--- src/rtl/ifu_prefetch.sv ---
// Sequential instruction prefetcher with DEPTH-entry in-order buffer and redirect flush.
// Optional IFU_PERF_CNT_EN adds saturating fetch/stall/drop counters.
module ifu_prefetch #(
  parameter int XLEN  = 64,
  parameter int ILEN  = 32,
  parameter int MEM_W = 64,
  parameter int DEPTH = 4,
  parameter logic [XLEN-1:0] RESET_PC = XLEN'(64'h8000_0000)
) (
  input  logic             clk,
  input  logic             rst,
  input  logic             redirect_valid,
  input  logic [XLEN-1:0]  redirect_pc,
  output logic             req_valid,
  input  logic             req_ready,
  output logic [XLEN-1:0]  req_addr,
  input  logic             resp_valid,
  input  logic [MEM_W-1:0] resp_data,
  output logic             out_valid,
  input  logic             out_ready,
  output logic [XLEN-1:0]  out_pc,
  output logic [ILEN-1:0]  out_inst
`ifdef IFU_PERF_CNT_EN
  ,
  output logic [XLEN-1:0]  perf_fetch,
  output logic [XLEN-1:0]  perf_stall,
  output logic [XLEN-1:0]  perf_drop
`endif
);

  localparam int PW    = $clog2(DEPTH);
  localparam int NSLOT = MEM_W / ILEN;
  localparam int LO    = $clog2(ILEN / 8);
  localparam int SW    = (NSLOT > 1) ? $clog2(NSLOT) : 1;

  typedef logic [PW:0] ptr_t;

  logic [XLEN-1:0] fpc;
  ptr_t            alloc;
  ptr_t            fill;
  ptr_t            head;
  ptr_t            occ;
  ptr_t            drop_cnt;
  logic [XLEN-1:0] pc_mem   [DEPTH];
  logic [ILEN-1:0] inst_mem [DEPTH];
  logic [DEPTH-1:0] filled;

  logic [PW-1:0] ai;
  logic [PW-1:0] fi;
  logic [PW-1:0] hi;
  logic          req_fire;
  logic          drop_resp;
  logic          fill_fire;
  logic          out_fire;
  logic [ILEN-1:0] slice;

  assign ai  = alloc[PW-1:0];
  assign fi  = fill[PW-1:0];
  assign hi  = head[PW-1:0];
  assign occ = alloc - head;

  assign req_valid = !rst && !redirect_valid && (occ < ptr_t'(DEPTH));
  assign req_addr  = fpc;
  assign req_fire  = req_valid && req_ready;

  // Responses during a redirect belong to flushed requests.
  assign drop_resp = resp_valid && (redirect_valid || drop_cnt != '0);
  assign fill_fire = resp_valid && !drop_resp;

  assign out_valid = !rst && filled[hi];
  assign out_fire  = out_valid && out_ready;
  assign out_pc    = pc_mem[hi];
  assign out_inst  = inst_mem[hi];

  generate
    if (NSLOT > 1) begin : g_sel
      logic [NSLOT-1:0][ILEN-1:0] words;
      logic [SW-1:0]              sel;
      assign words = resp_data;
      assign sel   = pc_mem[fi][LO +: SW];
      assign slice = words[sel];
    end else begin : g_one
      assign slice = resp_data[ILEN-1:0];
    end
  endgenerate

  always_ff @(posedge clk) begin
    if (rst) begin
      fpc      <= RESET_PC;
      alloc    <= '0;
      fill     <= '0;
      head     <= '0;
      drop_cnt <= '0;
      filled   <= '0;
    end else if (redirect_valid) begin
      fpc      <= redirect_pc;
      alloc    <= '0;
      fill     <= '0;
      head     <= '0;
      filled   <= '0;
      drop_cnt <= drop_cnt + (alloc - fill)
                - {{PW{1'b0}}, resp_valid};
    end else begin
      if (req_fire) begin
        fpc   <= fpc + XLEN'(ILEN / 8);
        alloc <= alloc + 1'b1;
      end
      if (drop_resp) drop_cnt <= drop_cnt - 1'b1;
      if (fill_fire) fill <= fill + 1'b1;
      if (out_fire) head <= head + 1'b1;
      for (int i = 0; i < DEPTH; i++) begin
        if (req_fire && ai == PW'(i)) filled[i] <= 1'b0;
        if (out_fire && hi == PW'(i)) filled[i] <= 1'b0;
        if (fill_fire && fi == PW'(i)) filled[i] <= 1'b1;
      end
    end
  end

  always_ff @(posedge clk) begin
    if (req_fire) pc_mem[ai] <= fpc;
    if (fill_fire) inst_mem[fi] <= slice;
  end

`ifdef IFU_PERF_CNT_EN
  always_ff @(posedge clk) begin
    if (rst) begin
      perf_fetch <= '0;
      perf_stall <= '0;
      perf_drop  <= '0;
    end else begin
      if (out_fire && !(&perf_fetch))
        perf_fetch <= perf_fetch + 1'b1;
      if (out_ready && !out_valid && !(&perf_stall))
        perf_stall <= perf_stall + 1'b1;
      if (drop_resp && !(&perf_drop))
        perf_drop <= perf_drop + 1'b1;
    end
  end
`endif

endmodule

--- config.mk ---
export PLATFORM = sky130hd
export DESIGN_NAME = ifu_prefetch
export DESIGN_NICKNAME = d
export VERILOG_FILES = /design/src/rtl/ifu_prefetch.sv
export SDC_FILE = /design/constraint.sdc
export NUM_CORES = 1
export LEC_CHECK = 0
export BUFFER_PORTS_ARGS = -buffer_cell sky130_fd_sc_hd__buf_4
export CORE_MARGIN = 10
export CORE_UTILIZATION = 45
export DETAILED_ROUTE_END_ITERATION = 6
export PLACE_DENSITY = 0.63
export SYNTH_ARGS = -nofsm -noshare
export SYNTH_HDL_FRONTEND = slang
export SYNTH_SLANG_ARGS = --single-unit
export TNS_END_PERCENT = 100
--- constraint.sdc ---
create_clock -name clk -period 4.28 [get_ports clk]
set_input_delay 0 -clock clk [delete_from_list [all_inputs] [get_ports clk]]
set_output_delay 0 -clock clk [all_outputs]
set_load 0.01 [all_outputs]
# Yosys cells after proc, flatten, opt, wreduce, memory -nomap -nowiden
# Memory sizes are Yosys's and may differ from the RTL's. A register that Yosys moved wholly into a read port is not among the register bits.
# Cells that the tools add are included.
# word_totals
output_inout_bits	162
mem_bits_rw	384
romBits	0
register_bits	80
n_memories	2
wordCells	96
inputBits	134
latchBits	0
# op_classes
reduce_logical	34
order_cmp	3
eq_ne	9
div	0
mux	30
n_mul	0
addsub	9
shifts	0
n_bitwise	0
# memory_table
memory	depth	width	read_ports	rd_ports_with_merged_regs	wr	line_no	text
pc_mem	4	64	2	2	1	44	logic [XLEN-1:0] pc_mem [DEPTH];
inst_mem	4	32	1	1	1	45	logic [ILEN-1:0] inst_mem [DEPTH];
# ops
cell	count
$mux W64	2
$add A64 B3 Y64 const B	1
$mux W32	2
$logic_and A1 B1 Y1	19
$mux W1	17
$reduce_bool A3 Y1	5
$eq A2 B2 Y1 const B	6
$mux W2	6
$add A3 B1 Y3 const B	3
$eq A2 B1 Y1 const B	3
$logic_not A2 Y1	3
$mux W3	2
$sub A3 B3 Y3	2
$reduce_bool A2 Y1	2
$add A3 B3 Y3	1
$logic_not A1 Y1	3
$lt A2 B3 Y1 const B	1
$lt A3 B3 Y1 const B	1
$sub A3 B1 Y3	1
$sub A3 B1 Y3 const B	1
$bmux W1 S2	1
$lt A1 B2 Y1 const B	1
$reduce_or A2 Y1	1
$logic_or A1 B1 Y1	1

# Longest topological paths before layout
# Gate-level depths: netlist of run 1.
# logic_depth
word_depth	8
depth_mapped	11
ltp_nobuf	11

# Worst setup path after synthesis of run 1
# Ideal clock, no wire load.
# synth_timing
kind	reg2reg
startpoint	reg head[1]
endpoint	mem pc_mem[2][0] (enable)
setup_time_ps	418
path_buffers	3
path_stages_with_launch	10
path_slack_ps	580
required_ps	3862
arrival_time_ps	3282
synth_period_minus_slack_ps	3700
path_cell_list	dfxtp_1 inv_1 ha_1 a21o_1 clkbuf_8 mux2_2 clkbuf_1 clkbuf_1 nand2_1 inv_1
# synth_via
elab_chain_len	6
# synth_lines
item	line_no	text
start: declaration	41	ptr_t head;
start signal: assignment	110	if (out_fire) head <= head + 1'b1;
$sub A3 B3 Y3	60	assign occ = alloc - head;
$lt A3 B3 Y1	62	assign req_valid = !rst && !redirect_valid && (occ < ptr_t'(DEPTH));
$logic_and A1 B1 Y1	62	
$logic_and A1 B1 Y1	64	assign req_fire = req_valid && req_ready;
$mux W1	120	if (req_fire) pc_mem[ai] <= fpc;
$mux W1 (not written as such)	120	
end: declaration	44	
# No other way between the ends.

# Final worst setup path of run 1
# layout_timing
startpoint	reg head[1]
endpoint	reg fpc[28], in the netlist req_addr[28]
# layout_via
elab_chain_len	5
# layout_lines
item	line_no	text
$sub A3 B3 Y3	60	
$lt A3 B3 Y1	62	
$logic_and A1 B1 Y1	62	
$logic_and A1 B1 Y1	64	
$reduce_bool A2 Y1 (no line)	-	
end signal: assignment	96	fpc <= redirect_pc;
end signal: assignment	105	fpc <= fpc + XLEN'(ILEN / 8);
end: declaration	38	logic [XLEN-1:0] fpc;
# No other way between the ends.
# A chain may end at the register's enable or synchronous reset.

==> results of run 1 <==
## worst max-delay path: stages (launching register included)
cell and delay [ps]:
dfxtp_1 400, inv_1 100, ha_1 270, a21o_1 230
mux2_2 680, nand4_1 620, or4_1 590, a31oi_1 200
dlygate4sd3_1 570
## state kept, by name, summed over array words and instances (netlist names), named ones only
signal    count
alloc         3
drop_cnt      3
fill          3
filled        4
head          3
inst_mem    128
pc_mem      256
req_addr     64
## logic make-up after synthesis
kind of cell	synth area share (%)
mux	14.1
flops	68.9
fa+ha+maj	1.53
simple gates	7.68
xor+xnor	1.33
buf+inv	2.02
compound gates	4.37
## power breakdown
group	internal, mW	switching (mW)	leakage [nW]	total [mW]
Clock	2.36	1.71	0.743	4.07
Sequential	5.04	0.120	4.20	5.15
Combinational	0.413	0.342	3.80	0.756
## metal layers
layer	up-vias	wire length, µm	GRT usage [%]
li1	5512	-	-
met1	6268	22000	27.7
met2	459	25300	32.0
met3	70	3790	4.47
met4	2	1160	5.41
met5	-	17	0
## final cells by class
| class | count | area [µm²] |
|---|---|---|
| fill | 3199 | 17000 |
| timing repair buffer | 465 | 3940 |
| sequential | 468 | 13200 |
| inverter | 27 | 101 |
| tap | 539 | 674 |
| clock inverter | 23 | 220 |
| multi-input combinational | 595 | 5570 |
| clock buffer | 64 | 1320 |
| antenna | 1 | 2.50 |
## cells in the final DEF (no fill, tap or decap), types with 10 or more instances in the layout
| cell type | instances |
|---|---|
| clkbuf_1 | 10 |
| nor2_1 | 48 |
| o211ai_1 | 18 |
| mux4_2 | 98 |
| edfxtp_1 | 384 |
| xnor2_1 | 15 |
| or3_1 | 19 |
| a31oi_1 | 27 |
| xor2_1 | 14 |
| nand4_1 | 26 |
| nand2_1 | 84 |
| mux2_2 | 39 |
| a211oi_1 | 13 |
| dfxtp_1 | 82 |
| a21oi_1 | 22 |
| buf_4 | 307 |
| clkbuf_16 | 48 |
| nand3_1 | 33 |
| inv_1 | 22 |
| dlygate4sd3_1 | 153 |
| and3_1 | 11 |
| ha_1 | 17 |
| nor3_1 | 13 |
## final timing paths
kind / start / endpoint / slack (ps) / cells past startpoint
worst min register to register: filled[3]$_SDFFE_PP0P_ / filled[3]$_SDFFE_PP0P_ / 480 / 2
worst max register to register: head[1]$_SDFFE_PP0N_ / req_addr[28]$_SDFFE_PP0P_ / 540 / 8
worst min-delay path: out_ready / head[0]$_SDFFE_PP0N_ / 50 / 4
worst max-delay path: head[1]$_SDFFE_PP0N_ / req_addr[28]$_SDFFE_PP0P_ / 540 / 8
## repair_timing
item | in CTS | in global routing
hold buffers | 153 | 0
setup endpoints to repair | 0 | 0
buffers inserted | 0 | 0
hold endpoints to repair | 195 | 0
## cell usage after synthesis, drive strengths merged (15+ instances only)
cell / n / share of area, %
nand3: 34 / 0.95
o211ai: 18 / 0.71
nor2: 48 / 0.94
clkbuf: 43 / 1.2
mux4: 98 / 12
ha: 17 / 1.1
dfxtp: 84 / 8.8
nand4: 29 / 1.1
inv: 26 / 0.51
nor3: 15 / 0.51
xnor2: 15 / 0.69
or3: 20 / 0.66
and3: 16 / 0.55
nand2: 84 / 1.6
edfxtp: 384 / 60
a31oi: 27 / 0.88
a21oi: 22 / 0.57
mux2: 39 / 2.3
## metrics by stage
stage          power, mW  setup slack, ps  utilization (%)  hold WS (ps)
2_1_floorplan       5.51              580                -           109
3_3_place_gp        5.87             1210             52.3           229
3_5_place_dp        5.89             1140             52.3           231
4_1_cts             10.1              632             59.6          5.37
5_1_grt             10.3              347             59.6          71.3
6_report            9.98              539             59.6          47.2
==> results.md, run 1 <==
* Worst slew margin at 23.7%
* Setup crit start kind: flop
* Post-synth cell types at 59
* GRT Total Usage at 20.2%
* Gpl congestion at 0.825
* Worst Clk Skew at 22.4 ps
* Pwr Density at 398 nW/µm²
* Port buffer count at 295
* Grt total ovfl at 0
* WL per Instance at 23.9 µm
* Slew Limit Fails at 0
* Leak at 8.73 nW
* Primary FF master, synth: edfxtp_1
* Non-Filler Instances at 2,182
* Crit path time final at 3740 ps
* CTS tree: done
* Setup_tns at 0 ps
* Placed cell areas at 22,000 µm²
* Crit Path Class: flop to flop
* DIE WIDTH at 226 µm
* Final period utilization at 87.4%
* Status: complete, no violations
* H-tree Lvls at 2
* Seq/Total Area, Yosys at 68.9%
* Worst Tran Pin Value at 1140 ps
* Largest net degree at the start of global routing at 67
* Initial antenna violation count at 2
* Die height at 226 µm
* Io pins at 296
* Via count at 12,300
* Final hold violations at 0
* Critical path required time at 4790 ps
* Area added between synthesis and finish at 30.7%
* Post-CTS Resized at 0
* Mapped Cells at 1,147
* Detail Route Antenna Nets at 0
* Max clock buf depth at 3
* Hold WC Path Type: input pin to flop
* 1st-pass router iterations at 5
* Share of cells above drive strength 1 at 33.7%
* # DRC at 0
* Peak VDD IR at 0.000283 V
* Clock root cell: clkbuf_16
* Die area at 51,200 µm²
* Vias in the first global route at 12,400
* Crit path max fanout at 28
* Syn nets at 1,302
* Clk sinks at 468
* Post-synth ARST share at 0%
* Core area at 42,000 µm²
* Vias per std cell at 5.64
* Cell Area, Synth at 19,200 µm²
* #FFs+latches synth at 468
* DRT iter0 DRCs at 1,108
* Detailed Place HPWL at 33.9 mm
* CP Capture Type: flop
* Final Instance Area at 25,000 µm²
* CP Data Arrival Time at 4250 ps
* Max Cap Viol at 0
* CTS Buf Count at 47
* Total Wirelength at 52.2 mm
* Clock transition at path regs at 60 ps
* YS warnings at 0
* Row count at 75
* Initial core utilization at 45.6%
* First-pass GRT wire length at 78.8 mm
* Avg Inst Size Synth at 16.7 µm²
* Fmax at 0.267 GHz
* Post-synth EDFFs at 384
* Cells after DPL at 1,941
* RSZ-0062 raised after global routing: no
* Final net count at 1,759
* Later-pin clock latency in the skew report at 580 ps
* Finish-stage setup viols at 0
(Power assumes the default switching activity.)
==> run 2: changes to the inputs <==
RECOVER_POWER = 100   (was unset)
==> results.md, run 2 (same netlist as run 1, synthesis figures left out) <==
* Most used cell, CP: clkbuf_1
* Max Cap Viol at 5 (+5)
* Clk sinks at 468 (unchanged)
* R2R depth at 7 (-1)
* Most flop-heavy register: pc_mem
* Final net count at 1,759 (unchanged)
* Initial core utilization at 45.6% (unchanged)
* CP Capture Type: output pin
* Fmax at 0.261 GHz (-2.2%)
* Initial antenna violation count at 2 (unchanged)
* Later-pin clock latency in the skew report at 580 ps (about the same)
* Pwr Density at 406 nW/µm² (+2.0%)
* HP Start: out_ready
* Vias in the first global route at 12,400 (unchanged)
* FF-to-FF setup slack at 520 ps (-20 ps)
* Detail Route Antenna Nets at 0 (unchanged)
* Via count at 12,300 (-0.33%)
* Crit Path Class: flop to output pin
* Setup crit start kind: flop
* Final hold violations at 0 (unchanged)
* Grt total ovfl at 0 (unchanged)
* Port buffer count at 295 (unchanged)
* DRT iter0 DRCs at 1,133 (+2.3%)
* Min-Delay Endpoint: head[0]$_SDFFE_PP0N_
* Clock root cell: clkbuf_16
* Largest net degree at the start of global routing at 67 (unchanged)
* Register area at 13,200 µm² (about the same)
* Most frequent cells in the layout: edfxtp_1, clkbuf_1, dlygate4sd3_1
* Commonest non-fill, non-tap cell in the layout: edfxtp_1
* Worst hold slack at 31.4 ps (-15.7 ps)
* H-tree Lvls at 2 (unchanged)
* Clock transition at path regs at 60 ps (about the same)
* Slew Limit Fails at 202 (+202)
* Number of flip-flops in the largest register at 256 (unchanged)
* Critical path required time at 4280 ps (-510 ps)
* Worst slew margin at -41.0% (-65 points)
* Crit path time final at 3820 ps (+83.3 ps)
* Total Wirelength at 52.1 mm (-0.24%)
* FILL cells at 3,375 (+5.5%)
* WHS Path Cells at 4 (unchanged)
* Worst Clk Skew at 23.2 ps (+0.720 ps)
* Final period utilization at 89.4% (+1.9 points)
* # DRC at 0 (unchanged)
* DIE WIDTH at 226 µm (unchanged)
* Violated checks: capacitance limit, slew limit
* CTS tree: done
* 1st-pass router iterations at 5 (unchanged)
* Multi-input logic area at 5560 µm² (-0.16%)
* Crit-path slowest cell: dfxtp_2
* Highest cell delay on the worst timing path at 1600 ps (+920 ps)
* Share of cells above drive strength 1 at 23.0% (-11 points)
* Launch point of the worst reg-to-reg path: head[1]$_SDFFE_PP0N_
* Die area at 51,200 µm² (unchanged)
* Status: finished with violations
* Finish-stage setup viols at 0 (unchanged)
* Detailed Place HPWL at 33.9 mm (unchanged)
* Leak at 8.13 nW (-6.9%)
* Die height at 226 µm (unchanged)
* Gpl congestion at 0.825 (unchanged)
* Area added between synthesis and finish at 27.4%
* Worst Tran Pin Value at 2110 ps (+971 ps)
* RSZ-0062 raised after global routing: no
* CP Data Arrival Time at 3820 ps (-430 ps)
* Peak VDD IR at 0.000284 V (+0.29%)
* Hold WC Path Type: input pin to flop
* Core area at 42,000 µm² (unchanged)
* CTS Buf Count at 47 (unchanged)
* First-pass GRT wire length at 78.8 mm (unchanged)
* Row count at 75 (unchanged)
* Crit path max fanout at 66 (+140%)
* WL per Instance at 23.9 µm (-0.24%)
* GRT Total Usage at 20.2% (unchanged)
* Setup_tns at 0 ps (unchanged)
* Vias per std cell at 5.62 (-0.33%)
* Reg-to-reg endpoint: pc_mem[3][36]$_DFFE_PP_
* Post-CTS setup repair buffer count at 0 (unchanged)
* Io pins at 296 (unchanged)
* Max clock buf depth at 3 (unchanged)
* CP cell instances: clkbuf_1 > mux4_2 > clkbuf_1
run 2: cell type report:
cell class	instances	area share (%)
Inverter	27	0.415
Sequential cell	468	54.1
Timing Repair Buffer	465	13.6
Clock inverter	23	0.902
Tap cell	539	2.76
Antenna cell	1	0.0102
Multi-Input combinational cell	595	22.8
Clock buffer	64	5.41
run 2: layer usage:
layer  wire [µm]  vias to the layer above  track usage, %
li1            -                     5504               -
met1       21800                     6210            27.7
met2       25300                      489            32.0
met3        3830                       65            4.47
met4        1130                        2            5.41
met5          17                        -               0
run 2: stage by stage:
| step | area, µm² | util, % | total power, mW | setup WS [ps] | std cells |
|---|---|---|---|---|---|
| 6_report | 24400 | 58.1 | 9.92 | 455 | 2182 |
| 3_3_place_gp | 22000 | 52.3 | 5.87 | 1210 | 1941 |
| 4_1_cts | 25000 | 59.6 | 10.1 | 632 | 2181 |
| 5_1_grt | 24400 | 58.1 | 10.3 | 226 | 2181 |
| 2_1_floorplan | 19200 | - | 5.51 | 580 | 1147 |
| 3_5_place_dp | 22000 | 52.3 | 5.89 | 1140 | 1941 |
run 2: worst max path at each step:
stage                    startpoint                        end  slack [ps]
6_report                       flop                 out_pc[58]         460
5_1_grt        head[1]$_SDFFE_PP0N_    pc_mem[3][38]$_DFFE_PP_         230
4_1_cts        head[1]$_SDFFE_PP0N_  req_addr[28]$_SDFFE_PP0P_         630
3_5_place_dp   head[1]$_SDFFE_PP0N_    pc_mem[3][57]$_DFFE_PP_        1140
3_3_place_gp   head[1]$_SDFFE_PP0N_    pc_mem[3][57]$_DFFE_PP_        1210
2_1_floorplan  head[1]$_SDFFE_PP0N_     pc_mem[2][0]$_DFFE_PP_         580
run 2: report_power, final:
group | switching (mW) | total, mW | leakage, nW | internal (mW)
combinational | 0.341 | 0.694 | 3.19 | 0.353
sequential | 0.119 | 5.16 | 4.20 | 5.04
clock | 1.72 | 4.07 | 0.743 | 2.36
run 2: timing repair:
| action | CTS | global route |
|---|---|---|
| hold buffers | 153 | 0 |
| resized for setup | 0 | 0 |
| hold endpoints to repair | 195 | 0 |
run 2: worst max-delay path, delay by kind of cell, from the launching register on:
family | cells | cell delay (ps)
buffers and inverters | 2 | 1040
flip-flops | 1 | 1600
multiplexers | 1 | 460
